### src/rtl/bounce_gen.sv
// Switch-bounce emulator: turns clean level edges into a pseudo-random toggle burst that settles within BOUNCE_TIME.
// Optional isolated idle glitches are compiled in with `define BOUNCE_GEN_GLITCH_EN.
`timescale 1ns / 1ps
module bounce_gen #(
  parameter realtime     BOUNCE_TIME  = 5ms,
  parameter realtime     CLOCK_PERIOD = 20ns,
  parameter int          MIN_SEG      = 2,
  parameter int          SEG_BITS     = 4,
  parameter logic [15:0] SEED         = 16'hACE1
) (
  input  logic       clk,
  input  logic       n_reset,
  input  logic       signal_in,
  input  logic       enable,
  output logic       signal_out,
  output logic       bouncing,
  output logic [7:0] bounce_count
);

  localparam int          BOUNCE_CYCLES = int'(BOUNCE_TIME / CLOCK_PERIOD);
  localparam int          WIN_W         = $clog2(BOUNCE_CYCLES);
  localparam int          SEG_W         = $clog2(MIN_SEG + (1 << SEG_BITS));
  localparam logic [15:0] LFSR_INIT     = (SEED == 16'h0000) ? 16'hACE1 : SEED;
  localparam logic [15:0] LFSR_MASK     = 16'hB400;

  typedef enum logic {IDLE, BOUNCE} state_t;

  state_t           state;
  logic             level_q;
  logic [15:0]      lfsr;
  logic [WIN_W-1:0] window;
  logic [SEG_W-1:0] seg;
  logic             edge_det;

  // Galois shift right; the taps never map a non-zero state to zero.
  function automatic logic [15:0] lfsr_next(input logic [15:0] v);
    return v[0] ? ((v >> 1) ^ LFSR_MASK) : (v >> 1);
  endfunction

  function automatic logic [7:0] sat_inc(input logic [7:0] v);
    return (v == 8'hFF) ? v : v + 8'd1;
  endfunction

  function automatic logic [SEG_W-1:0] seg_load(input logic [SEG_BITS-1:0] r);
    return SEG_W'(MIN_SEG) + SEG_W'(r);
  endfunction

  assign edge_det = (signal_in != level_q);

  always_ff @(posedge clk or negedge n_reset) begin
    if (!n_reset) begin
      state        <= IDLE;
      level_q      <= 1'b0;
      signal_out   <= 1'b0;
      bouncing     <= 1'b0;
      bounce_count <= 8'd0;
      lfsr         <= LFSR_INIT;
      window       <= '0;
      seg          <= '0;
    end else begin
      lfsr <= lfsr_next(lfsr);
      if (!enable) begin
        // Pass-through; also aborts any burst in progress.
        state      <= IDLE;
        level_q    <= signal_in;
        signal_out <= signal_in;
        bouncing   <= 1'b0;
      end else if (edge_det) begin
        // First contact, or a retrigger that restarts the window.
        state        <= BOUNCE;
        level_q      <= signal_in;
        signal_out   <= signal_in;
        window       <= WIN_W'(BOUNCE_CYCLES - 1);
        seg          <= seg_load(lfsr[SEG_BITS-1:0]);
        bounce_count <= 8'd0;
        bouncing     <= 1'b1;
      end else if (state == IDLE) begin
`ifdef BOUNCE_GEN_GLITCH_EN
        if ((lfsr[15:8] == 8'h00) && (signal_out == level_q))
          signal_out <= ~level_q;
        else
          signal_out <= level_q;
`else
        signal_out <= level_q;
`endif
      end else if (window == '0) begin
        state      <= IDLE;
        signal_out <= level_q;
        bouncing   <= 1'b0;
      end else begin
        window <= window - WIN_W'(1);
        // Toggles stop once the window is nearly spent so the end restore stays clean.
        if (seg == '0) begin
          if (window > WIN_W'(1)) begin
            signal_out   <= ~signal_out;
            seg          <= seg_load(lfsr[SEG_BITS-1:0]);
            bounce_count <= sat_inc(bounce_count);
          end
        end else begin
          seg <= seg - SEG_W'(1);
        end
      end
    end
  end

endmodule

### config.mk
export PLATFORM = sky130hd
export DESIGN_NAME = bounce_gen
export DESIGN_NICKNAME = d
export VERILOG_FILES = /design/src/rtl/bounce_gen.sv
export SDC_FILE = /design/constraint.sdc
export NUM_CORES = 1
export LEC_CHECK = 0
export CAP_MARGIN = 20
export CORE_AREA = 10 10 104 106
export CTS_CLUSTER_DIAMETER = 30
export DETAILED_ROUTE_END_ITERATION = 10
export DIE_AREA = 0 0 114 116
export PLACE_DENSITY_LB_ADDON = 0.25
export SLEW_MARGIN = 10
export SYNTH_ARGS = -nofsm -noshare
export SYNTH_HDL_FRONTEND = slang
export SYNTH_SLANG_ARGS = --single-unit
### constraint.sdc
create_clock -name clk -period 3.03 [get_ports clk]
set_clock_uncertainty 0.05 [all_clocks]
set_input_delay 0.606 -clock clk [delete_from_list [all_inputs] [get_ports clk]]
set_output_delay 0.606 -clock clk [all_outputs]
set_load 0.01 [all_outputs]
* Word level (Yosys, flattened, before mapping)
Cells that the tools add are included.
** Word-level totals
- Output and inout bits :: 10
- Bits in registers :: 51
- Input bits :: 4
- Word-level logic and storage cells :: 66
** Cells by class
- Bitwise logic cells :: 2
- Eq/ne operators :: 10
- Add/subtract/negate cells :: 4
- Mux-type cells :: 31
- Reduce and logical (&&, ||, !) cells :: 10
- $lt $le $gt $ge :: 1
** Operators with widths (number)
- two-way mux 18 bit :: 3
- two-way mux 8 bit :: 6
- two-way mux 5 bit :: 5
- greater-than comparator 18 x 1 -> 1 bit (second input constant) :: 1
- zero test 18 bit :: 1
- subtractor 18 x 1 -> 18 bit (second input constant) :: 1
- two-way mux 1 bit :: 16
- two-way mux 16 bit :: 1
- != test 5 x 2 -> 1 bit (second input constant) :: 2
- adder 8 x 1 -> 8 bit (second input constant) :: 1
- == test 8 bit (second input constant) :: 1
- != test 3 x 1 -> 1 bit (second input constant) :: 2
- AND reduction 6 bit :: 1
- nonzero test 2 bit :: 3
- adder 2 x 4 -> 5 bit (first input constant) :: 1
- zero test 5 bit :: 1
- subtractor 5 x 1 -> 5 bit (second input constant) :: 1
- != test 2 bit (second input constant) :: 2
- inverter 3 -> 4 bit :: 1
- AND reduction 2 bit :: 2
- AND reduction 4 bit :: 1
- != test 3 x 2 -> 1 bit (second input constant) :: 1
- AND reduction 3 bit :: 1
- != test 2 x 1 -> 1 bit (second input constant) :: 1
- other kinds (2) :: 2

* Longest topological paths before layout
- Depth after elaboration :: 7
- Mapped depth :: 8

* Least setup slack after synthesis
OpenSTA, ideal clock, no wires.
- Path kind :: reg-to-reg
- Start :: register seg[0]
- End :: register bounce_count[3]
- Path buffers :: 0
- Setup slack :: 0.867 ns
- Arrival time :: 2.035 ns
- Data required time :: 2.902 ns
- Stages on the path, launching flop included :: 8
- Cells stage by stage :: dfrtp_1 > inv_1 > ha_1 > nor4b_1 > a22oi_1 > a31o_1 > or4_1 > a21oi_1
** On the way
- Cells in the longest elaborated chain, start to end :: 3
** RTL lines
- start: declaration :: line 32 : logic [SEG_W-1:0] seg;
- start signal: assignment :: line 74 : seg <= seg_load(lfsr[SEG_BITS-1:0]);
- start signal: assignment :: line 96 : seg <= seg_load(lfsr[SEG_BITS-1:0]);
- start signal: assignment :: line 100 : seg <= seg - SEG_W'(1);
- zero test 5 bit :: line 93 : if (seg == '0) begin
- nonzero test 2 bit (no source line)
- AND reduction 6 bit (no source line)
- end signal: assignment :: line 97 : bounce_count <= sat_inc(bounce_count);
- end: declaration :: line 17 : output logic [7:0] bounce_count
No other way between the ends.
A chain may end at the register's enable or synchronous reset.

* Worst setup path after layout
- Start :: input signal_in
- End :: register window[9]
** On the way
- Cells in the longest elaborated chain, start to end :: 3
** RTL lines
- start: declaration :: line 13 : input logic signal_in,
- != test 1 bit (*) :: line 48 : assign edge_det = (signal_in != level_q);
- != test 2 bit (no source line) or nonzero test 2 bit (tied branches)
- AND reduction 3 bit (no source line)
- end signal: assignment :: line 73 : window <= WIN_W'(BOUNCE_CYCLES - 1);
- end signal: assignment :: line 91 : window <= window - WIN_W'(1);
- end: declaration :: line 31 : logic [WIN_W-1:0] window;
Mark *: on every way between the ends. The rest lies on a longest branch, timed or not.

==> Implementation_results.wiki <==
{| class="wikitable"
! Metric !! Value
|-
| Outcome || finished, final reports clean
|-
| Met1 track demand over resource || 12.4%
|-
| Worst flop-to-flop path endpoint || window[17]$_DFFE_PN0P_
|-
| Vias post-DR || 2,033
|-
| Post-CTS Resized || 0
|-
| Setup repair after global routing missed its margin || no
|-
| Chip width || 114 microns
|-
| Biggest area consumer among synthesized cells || dfrtp_1
|-
| Crit path cell chain || clkdlybuf4s50_1, xor2_2, o21a_1, nand3_1, or4_1, a21oi_1
|-
| Overall overflow remaining after global route || 0
|-
| Synthesized Nets || 265
|-
| Dpl cells || 373
|-
| Number of hold buffers added after cts || 0
|-
| Core Footprint || 8680 sq um
|-
| DR vias/cell || 5.34
|-
| Setup_tns || 0 ps
|-
| Type of the worst setup path || input port to flop
|-
| Most common cell after layout, fill and taps aside || dfrtp_1
|-
| Top post-synthesis cells by area || dfrtp_1, dfstp_2, or4_1
|-
| Half-perimeter wire length of the detailed placement result || 4.09 mm
|-
| Met3 track utilization from global routing || 1.91%
|-
| Number of standard cells in the final layout excluding fillers || 381
|-
| Initial Util || 29.6%
|-
| Leakage power total || 0.00117 uW
|-
| TritonCTS Sinks || 51
|-
| Prevailing post-synth register cell || dfrtp_1
|-
| Synth Warn # || 0
|-
| Worst slew pin tran || 802 ps
|-
| Worst path slowest cell || or4_1
|-
| TritonCTS clock tree || done
|-
| Largest fanout on the critical path || 11
|-
| Routed wire length per instance || 15.2 microns
|-
| # DRC || 0
|-
| Fin. Hold Viols || 0
|-
| Reg2Reg Setup Slack || 470 ps
|-
| Die Footprint || 13,200 sq um
|-
| Clock Root Buffer || clkbuf_8
|-
| Type of the most critical hold path || input port to asynchronous set/reset pin
|-
| Required time of the critical path || 3210 ps
|-
| Total setup buffers inserted after CTS || 0
|-
| Cell Pwr Density || 523 nW/um^2
|-
| Proportion of synthesized chip area in sequential cells || 50.1%
|-
| Layer carrying the most global-route usage || met2
|-
| Mapped Cells || 255
|-
| Crit share post-route || 86.6%
|-
| Most frequent cells in the layout || dfrtp_1, nor2_1, nand3_1, nand2_1, a21oi_1
|-
| Post-layout net count || 282
|-
| Dominant delay contributor by cell family on the critical path || simple AND/OR/NAND/NOR gates
|-
| Count of input and output buffers || 13
|-
| Clk_lat worst skew || 310 ps
|-
| Number of distinct library cell variants in the gate-level netlist after synthesis || 47
|-
| First DRT Iteration DRCs || 194
|-
| Share of cells above drive strength 1 || 11.0%
|-
| CTS buffer count || 5
|-
| Global-route usage over all layers || 9.25%
|-
| Kind of capture point of the worst setup path || flop
|-
| Initial antenna violation count || 0
|-
| Max_cap viols || 0
|-
| Startpoint type of the worst setup path || input port
|-
| Met2 demand-to-capacity share in global routing || 14.0%
|-
| Vias in the first global route || 2,026
|-
| Number of nets with antenna violations after routing || 0
|-
| Pwr Total || 1540 uW
|-
| Number of iterations in the first detailed-routing pass || 4
|-
| Arrival time of the worst setup path || 2800 ps
|-
| Synthesized flop and latch total || 51
|-
| Count of standard-cell rows || 34
|-
| Total routed wirelength || 5.79 mm
|-
| Final setup vio count || 0
|-
| Crit-path max cell delay || 600 ps
|-
| Final critical path time including I/O delays and setup || 2620 ps
|-
| Max-slew violation count || 0
|-
| Worst-case headroom to the max-slew limit || 46.3%
|-
| Summed instance area of the synthesized netlist || 2570 sq um
|-
| Diode count || 0
|-
| Growth of design area from synthesis to finish || 14.8%
|-
| Number of buffers on the longest clock path || 2
|-
| Worst path buffer plus inverter count || 1
|-
| Routability congestion estimate from global placement || 0.790
|-
| IR Drop Worst-Case VDD || 0.179 mV
|-
| I/O pin count || 14
|-
| Proportion of register bits with asynchronous set or reset after synthesis || 100%
|-
| Count of flip-flops with a built-in enable after synthesis || 0
|-
| Wire length of the first global-routing pass || 10.1 mm
|-
| Die Y || 116 microns
|-
| Pin count of the biggest net entering global routing || 32
|-
| Worst reg2reg path depth || 5
|-
| Reg-to-Reg Start || window[4]$_DFFE_PN0P_
|-
| Average cell area after synthesis || 10.1 sq um
|-
| Area share of the largest cell type after synthesis || 41.9%
|-
| Peak Freq || 381 MHz
|-
| Clock slew at the register clock pins of the worst setup and hold paths || 90 ps
|-
| H-tree depth || 2
|}
## cell families after synthesis
group	count (synthesis)	synth area share, %
buffers and inverters	18	3.27
XOR/XNOR	8	3.02
adder cells (fa/ha/maj)	6	2.93
AO/OA/AOI/OAI	66	16.6
flip-flops	51	50.1
multiplexers	3	1.17
AND/OR/NAND/NOR	103	22.9
## stage by stage
step	hold slack (ps)	area (sq um)	setup WS [ps]	utilization (%)
after global routing	221	2950	159	33.9
after CTS	203	2950	410	33.9
after detailed placement	287	2830	91.7	32.6
after floorplan	260	2570	867	-
final	187	2950	407	33.9
after global placement	286	2830	168	32.6
## worst reg2reg max path: cells and delay by family (launching register included)
family / cells / cell delay (ps)
flops: 1 / 450
simple gates: 5 / 1940
## routing by layer
layer,vias to the layer above,routed length (microns)
met3,7,233
met1,1010,2980
li1,986,-
met2,30,2460
met4,0,123
met5,-,0
## synthesized netlist by cell type, types with 4 or more instances
cell      count
dfrtp_1      43
a31oi_1       5
and2_1        5
dfstp_2       8
inv_1         5
nor2_1       15
or3_1        10
o211ai_1      9
ha_1          6
nor3_1        5
nand3_1      15
a21oi_1      14
clkbuf_1      9
o21ai_0      13
o31ai_1      11
nand2_1      15
or4_1        12
xor2_1        6
nand4_1       4
## sequential cells by signal, summed over array words and instances (netlist names)
| register | cells |
|---|---|
| window | 18 |
| lfsr | 16 |
| bounce_count | 8 |
| seg | 5 |
| bouncing | 1 |
| level_q | 1 |
| signal_out | 1 |
| state | 1 |
## final cells by class
| class | count | area (sq um) |
|---|---|---|
| clock inverter | 3 | 43.8 |
| clock buffer | 5 | 68.8 |
| sequential | 51 | 1290 |
| inverter | 6 | 22.5 |
| fill | 915 | 5730 |
| timing repair buffer | 22 | 193 |
| tap | 108 | 135 |
| multi-input combinational | 186 | 1200 |
## how the worst max path moves through the flow
stage / start / endpoint / slack [ps] / cells after the start
2_1_floorplan: seg[0]$_DFFE_PN0P_ / bounce_count[3]$_DFFE_PN0P_ / 870 / 7
3_3_place_gp: signal_in / window[9]$_DFFE_PN0P_ / 170 / 6
3_5_place_dp: signal_in / window[9]$_DFFE_PN0P_ / 90 / 6
4_1_cts: signal_in / window[9]$_DFFE_PN0P_ / 410 / 6
5_1_grt: window[4]$_DFFE_PN0P_ / window[17]$_DFFE_PN0P_ / 160 / 5
6_report: signal_in / window[9]$_DFFE_PN0P_ / 410 / 6
## power breakdown
part / internal [uW] / leakage [uW] / total (uW) / switching [uW]
clock: 246 / 0.0000581 / 484 / 238
sequential: 724 / 0.000615 / 776 / 52.7
combinational: 120 / 0.000498 / 279 / 159
Power figures use the tool's default switching activity.
